$ cat config.mk
export PLATFORM = sky130hd
export DESIGN_NAME = fetch_stage
export DESIGN_NICKNAME = d
export VERILOG_FILES = /design/src/rtl/fetch_stage.sv
export SDC_FILE = /design/constraint.sdc
export NUM_CORES = 1
export LEC_CHECK = 0
export ABC_AREA = 1
export CELL_PAD_IN_SITES_DETAIL_PLACEMENT = 1
export CELL_PAD_IN_SITES_GLOBAL_PLACEMENT = 1
export CORE_MARGIN = 3
export CORE_UTILIZATION = 35
export CTS_CLUSTER_DIAMETER = 200
export CTS_CLUSTER_SIZE = 40
export DETAILED_ROUTE_END_ITERATION = 7
export PLACE_DENSITY = 0.91
export SETUP_SLACK_MARGIN = 0.3
export SLEW_MARGIN = 25
export SYNTH_ARGS = -nofsm -noshare
export SYNTH_HDL_FRONTEND = slang
export SYNTH_SLANG_ARGS = --single-unit
$ cat constraint.sdc
create_clock -name clk -period 2.8 [get_ports clk]
set_input_delay 0.56 -clock clk [delete_from_list [all_inputs] [get_ports clk]]
set_output_delay 0.56 -clock clk [all_outputs]
set_load 0.03 [all_outputs]
$ cat src/rtl/fetch_stage.sv
// fetch_stage: instruction-fetch stage and IF/ID pipeline register of the 5-stage MIPS pipeline.
//
// Owns the PC and drives imem_addr straight from the PC register. The instruction that the
// combinational instruction memory returns for that address is registered into IF/ID along with
// its PC+4. Stalls from the hazard unit hold both the PC and IF/ID. A jump decoded in ID and a beq
// resolved in EX each redirect the PC. Both redirects squash IF/ID to a NOP (32'h0, valid low).
//
// Ports:
//   clk            rising-edge clock
//   rst_n          asynchronous active-low reset
//   stall          hazard unit: hold PC and IF/ID
//   j_inst         controller decode of id_inst is a jump
//   branch_taken   EX stage: beq taken this cycle
//   branch_target  EX stage: beq target address
//   imem_rdata     combinational instruction-memory read data for imem_addr
//   imem_addr      current PC
//   id_inst        IF/ID instruction
//   id_pc_plus4    IF/ID PC+4 of id_inst
//   id_valid       id_inst is a real, non-squashed instruction
//
// Optional build macro FETCH_PERF_EN adds two saturating 16-bit event counters:
//   perf_stall_cnt  edges on which a stall held the stage
//   perf_flush_cnt  edges on which IF/ID was squashed by a branch or jump

module fetch_stage #(
    parameter int unsigned            INST_WIDTH = 32,
    parameter logic [INST_WIDTH-1:0]  RESET_PC   = 32'h0000_0000
) (
    input  logic                  clk,
    input  logic                  rst_n,
    input  logic                  stall,
    input  logic                  j_inst,
    input  logic                  branch_taken,
    input  logic [INST_WIDTH-1:0] branch_target,
    input  logic [INST_WIDTH-1:0] imem_rdata,
    output logic [INST_WIDTH-1:0] imem_addr,
    output logic [INST_WIDTH-1:0] id_inst,
    output logic [INST_WIDTH-1:0] id_pc_plus4,
    output logic                  id_valid
`ifdef FETCH_PERF_EN
    ,
    output logic [15:0]           perf_stall_cnt,
    output logic [15:0]           perf_flush_cnt
`endif
);

    logic [INST_WIDTH-1:0] pc_q, pc_d;
    logic [INST_WIDTH-1:0] inst_q, inst_d;
    logic [INST_WIDTH-1:0] pc4_q, pc4_d;
    logic                  valid_q, valid_d;

    logic [INST_WIDTH-1:0] pc_plus4;
    logic [INST_WIDTH-1:0] jump_target;
    logic                  take_stall;
    logic                  take_flush;

    // Wraps silently at the top of the address space.
    assign pc_plus4    = pc_q + INST_WIDTH'(4);
    assign jump_target = {pc4_q[31:28], inst_q[25:0], 2'b00};

    // The branch belongs to an older instruction than the jump in ID, so it outranks both the
    // stall and the jump. A jump is only honoured on a valid ID instruction.
    always_comb begin
        pc_d       = pc_q;
        inst_d     = inst_q;
        pc4_d      = pc4_q;
        valid_d    = valid_q;
        take_stall = 1'b0;
        take_flush = 1'b0;
        if (branch_taken) begin
            pc_d       = branch_target;
            inst_d     = '0;
            pc4_d      = '0;
            valid_d    = 1'b0;
            take_flush = 1'b1;
        end else if (stall) begin
            take_stall = 1'b1;
        end else if (j_inst && valid_q) begin
            pc_d       = jump_target;
            inst_d     = '0;
            pc4_d      = '0;
            valid_d    = 1'b0;
            take_flush = 1'b1;
        end else begin
            pc_d    = pc_plus4;
            inst_d  = imem_rdata;
            pc4_d   = pc_plus4;
            valid_d = 1'b1;
        end
    end

    always_ff @(posedge clk or negedge rst_n) begin
        if (!rst_n) begin
            pc_q    <= RESET_PC;
            inst_q  <= '0;
            pc4_q   <= '0;
            valid_q <= 1'b0;
        end else begin
            pc_q    <= pc_d;
            inst_q  <= inst_d;
            pc4_q   <= pc4_d;
            valid_q <= valid_d;
        end
    end

    assign imem_addr   = pc_q;
    assign id_inst     = inst_q;
    assign id_pc_plus4 = pc4_q;
    assign id_valid    = valid_q;

`ifdef FETCH_PERF_EN
    logic [15:0] stall_cnt_q, flush_cnt_q;

    always_ff @(posedge clk or negedge rst_n) begin
        if (!rst_n) begin
            stall_cnt_q <= '0;
            flush_cnt_q <= '0;
        end else begin
            if (take_stall && (stall_cnt_q != 16'hFFFF)) begin
                stall_cnt_q <= stall_cnt_q + 16'd1;
            end
            if (take_flush && (flush_cnt_q != 16'hFFFF)) begin
                flush_cnt_q <= flush_cnt_q + 16'd1;
            end
        end
    end

    assign perf_stall_cnt = stall_cnt_q;
    assign perf_flush_cnt = flush_cnt_q;
`else
    // Event strobes only feed the optional counters.
    logic unused_events;
    assign unused_events = take_stall ^ take_flush;
`endif

endmodule
# [Yosys cells after proc, flatten, opt, wreduce, memory -nomap -nowiden]
# Cells that the tools add are included.
# Widths: inputs -> output; s select.
[op_classes] eq_ne=1 n_addsub=1 mux=12 n_reduce_logical=1
[ops] op="$mux 32" n=9
[ops] op="$add 32x3->32 const B" n=1
[ops] op="$mux 1" n=3
[ops] op="$ne 2x1->1 const B" n=1
[ops] op="$logic_and 1x1->1" n=1
[totals] inputBits=69 wordCells=19 regBits=97

# [Depth between registers and ports, before layout]
[depth] depth_word=4 ltp_mapped=12 ltp_nobuf=12

# [Worst setup path before layout]
# OpenSTA, ideal clock, no wires.
[synth_timing] kind="register to register" from="reg pc_q[3] (netlist: imem_addr[3])" to="reg pc_q[24] (netlist: imem_addr[24])" required_ns=2.683 setup_ns=0.117 setup_slack_ns=1.088 t_arrival_ns=1.595 n_path_buf=0 stages_incl_launch_ff=13 path_cell_list="dfrtp_1 > ha_1 > nand2_2 > nor2_4 > nand2_2 > nor2_4 > nand2_1 > nand2_1 > nand2_1 > nand2_1 > nand2_1 > nand2_1 > nand2_1"
[synth_between] elab_chain_cells=4
[synth_rtl] element="from (decl)" line_no="47" text="logic [INST_WIDTH-1:0] pc_q, pc_d;"
[synth_rtl] element="from (signal assigned)" line_no="99" text="pc_q <= pc_d;"
[synth_rtl] element="$add 32x3->32" line_no="58" text="assign pc_plus4 = pc_q + INST_WIDTH'(4);"
[synth_rtl] element="$mux 32" line_no="78" text="end else if (j_inst && valid_q) begin"
[synth_rtl] element="$mux 32" line_no="76" text="end else if (stall) begin"
[synth_rtl] element="$mux 32" line_no="70" text="if (branch_taken) begin"
# Every way passes these cells. The select of a mux whose other input is x is not followed.
# A chain may end at the register's enable or synchronous reset.

# [Final worst setup path]
[layout_timing] from="reg pc_q[15] (netlist: imem_addr[15])" to="out imem_addr[15]"
[layout_rtl] element="to (decl)" line_no="36" text="output logic [INST_WIDTH-1:0] imem_addr,"
# No word-level cell between the ends.

==> results by group <==
Global routing
  • Initial antenna violation count: 0
  • Number of global-route vias before repair: 5629
  • GRT Total Usage: 0.229
  • Largest net degree at the start of global routing: 66
  • Grt total ovfl: 0
  • First-pass GRT wire length: 29900 um

Critical path
  • Critical path capture point type: output port
  • CP top delay family: buffers and inverters
  • Critical path launch point type: flop
  • R2R Setup Slk: 0.88 ns
  • Critical path type: reg -> out
  • Critical path arrival: 1.61 ns
  • Worst reg-to-reg path cell count: 12
  • RR Startpoint: imem_addr[2]
  • Crit Path Max Fanout: 5
  • WP data required: 2.24 ns
  • Max stage delay on crit path: 0.74 ns
  • Buf+Inv Stages, Crit Path: 1
  • Crit-path cells: clkdlybuf4s50_1
  • Reg2reg end: imem_addr[28]
  • Crit-path slowest cell: clkdlybuf4s50_1

Route
  • First-pass iteration count of the detailed router: 4
  • Vias/cell: 4.97
  • Starting DRT DRC Count: 261
  • Vias: 5355
  • Routed Antenna Nets: 0
  • DR DRC count: 0
  • Routed len/inst: 17.6 um
  • DRT Wirelength: 19000 um

Pwr
  • P_leak: 0.00373 uW
  • VDD IR max: 269 uV
  • Pwr dens: 558 nW/um^2

Synth
  • Post-synthesis simple-gate area fraction: 0.259
  • Primary FF master, synth: dfrtp_1
  • Register area share after synthesis: 0.451
  • Mux share of post-synthesis cell area: 0
  • Post-Syn Nets: 806
  • Distinct cells, synth: 34
  • Synth Area in XOR/XNOR: 0.0251
  • Post-Syn Area: 5380 um^2
  • Post-synth top area share: 0.451
  • Post-Syn Instances: 736
  • Post-synthesis register bit count: 97
  • Number of enable flip-flop cells after synthesis: 0
  • Synth warnings: 0
  • FFs w/ async S/R, synth: 1.00
  • Area contributors post-synth: dfrtp_1 (45%), nand2_1 (16%), inv_1 (9.3%)
  • Synthesized area per cell: 7.31 um^2
  • Post-Synth Adder-Cell Area: 0.00232
  • Area leader, netlist: dfrtp_1
  • Largest family of logic cells by synthesized area: simple AND/OR/NAND/NOR gates
  • Post-synthesis compound-gate area fraction: 0.141

Floorplan
  • Die H: 130 um
  • Die ar.: 16900 um^2
  • IO Pins: 166
  • Die Wd: 130 um
  • # rows: 44
  • Core ar.: 14800 um^2
  • Initial Util: 0.363

Cells and area
  • FF+latch area: 2430 um^2
  • Layout cell share with drive strength beyond 1: 0.0672
  • Nets: 958
  • Layout area overhead: 40.4%
  • # diodes: 0
  • Layout fillers: 1815
  • Area of the multi-input gates: 2310 um^2

Timing
  • Max Slew Vio Count: 0
  • RSZ-0062 raised after global routing: false
  • Hold Vio Cnt, Final: 0
  • Post-route minimum period: 2.17 ns
  • Fmax achieved: 462 MHz
  • Final period util: 0.774
  • Rel. slew slack: 0.629
  • Setup TNS Final: 0 ns
  • Final setup viols: 0
  • Hold WS: 0.0612 ns
  • Final Skew: 0.0106 ns
  • Worst-margin pin slew: 0.557 ns

CTS
  • CTS buffer count: 9
  • CTS tree: yes
  • Clk pin slew, worst setup/hold paths: 0.07 ns
  • Clk root buf: clkbuf_16
  • Clock Path Buffers: 2
  • Clk_lat worst skew: 0.36 ns
  • CTS Hold Bufs: 0
  • Number of setup buffers added after CTS: 0
  • CTS HTree Levels: 3
  • Clk sinks: 97
  • CTS resizes: 0

Placed design
  • Final HPWL DP: 14000 um
  • Port Buffers: 165
  • Gp weighted congestion: 0.882

Min path
  • Hold WC Path Type: in -> async

Outcome
  • Status: finished, final reports clean

Run
  • Maxcap violations: 0
-- logic make-up (layout without fill, tap and decap cells) --
logic type                 Yosys count  count (layout)
DFF                                 97              97
xor gates and xnor gates            12              12
buffers and inverters              170             327
and+or+nand+nor                    320             320
AOI/OAI and AO/OA                  136             136
adders and majority gates            1               1
-- state kept, by name, indices dropped and copies added (netlist names) --
register / count
imem_addr: 32
id_inst: 32
id_valid: 1
id_pc_plus4: 32
-- synth_stat cells, types with 6 or more instances --
cell type and count:
clkbuf_1 19, inv_1 134, a21oi_1 14, dfrtp_1 97, xor2_1 7, nand3_1 28
nor2_1 30, nand2_2 6, o21ai_0 63, o22ai_1 30, buf_2 11, o21ai_1 15
nand2_1 234, nor2_4 6
-- worst max path at each step --
stage               cells past startpoint       endpoint           from  slack, ns
floorplan                              12  imem_addr[24]   imem_addr[3]       1.09
global placement                        5     id_inst[2]          stall       0.57
detailed placement                      5     id_inst[2]          stall       0.48
CTS                                     1  imem_addr[15]  imem_addr[15]       0.63
global route                            1  imem_addr[16]  imem_addr[16]       0.60
finish                                  1  imem_addr[15]  imem_addr[15]       0.63
-- stage by stage --
step,utilization,power (uW),instance area (um^2),instances,setup slack [ns]
global placement,0.489,2890,7250,1061,0.567
detailed placement,0.489,2930,7250,1061,0.480
floorplan,-,2340,5380,736,1.09
finish,0.510,4220,7560,1077,0.634
CTS,0.510,4250,7560,1077,0.630
global route,0.510,4410,7560,1077,0.599
-- cells in the final DEF, fill, tap and decap left out, types with 3 or more instances in the layout --
cell               n
a21oi_1           14
a22oi_1            4
buf_12             4
buf_4              6
clkbuf_16          9
clkdlybuf4s50_1  164
dfrtp_1           97
inv_1            134
nand2_1          233
nand2_2            7
nand3_1           27
nand3b_1           4
nor2_1            30
nor2_2             4
nor2_4             6
nor2_8             3
o21ai_0           63
o21ai_1           15
o21ai_2            3
o22ai_1           30
o31ai_1            4
xor2_1             7
xor2_2             4
-- report_power, final --
group          switching [uW]  internal (uW)
clock                     563            746
combinational             752            478
sequential                152           1530
-- cell type report --
cell class	count	area share
tap	184	0.0305
multi-input combinational	469	0.305
sequential	97	0.321
clock buffer	11	0.0334
timing repair buffer	174	0.234
inverter	137	0.0680
clock inverter	5	0.00811
-- per-layer routing --
metal  vias up  part of all wire  track usage  routed length, um
met5         -                 0            0                  0
met4         0             0.039        0.101                733
met3        39             0.050       0.0368                956
met2       142              0.49        0.386               9280
met1      2597              0.42        0.292               8030
li1       2577                 -            -                  -
No activity file was read; power rests on OpenSTA's default activity.
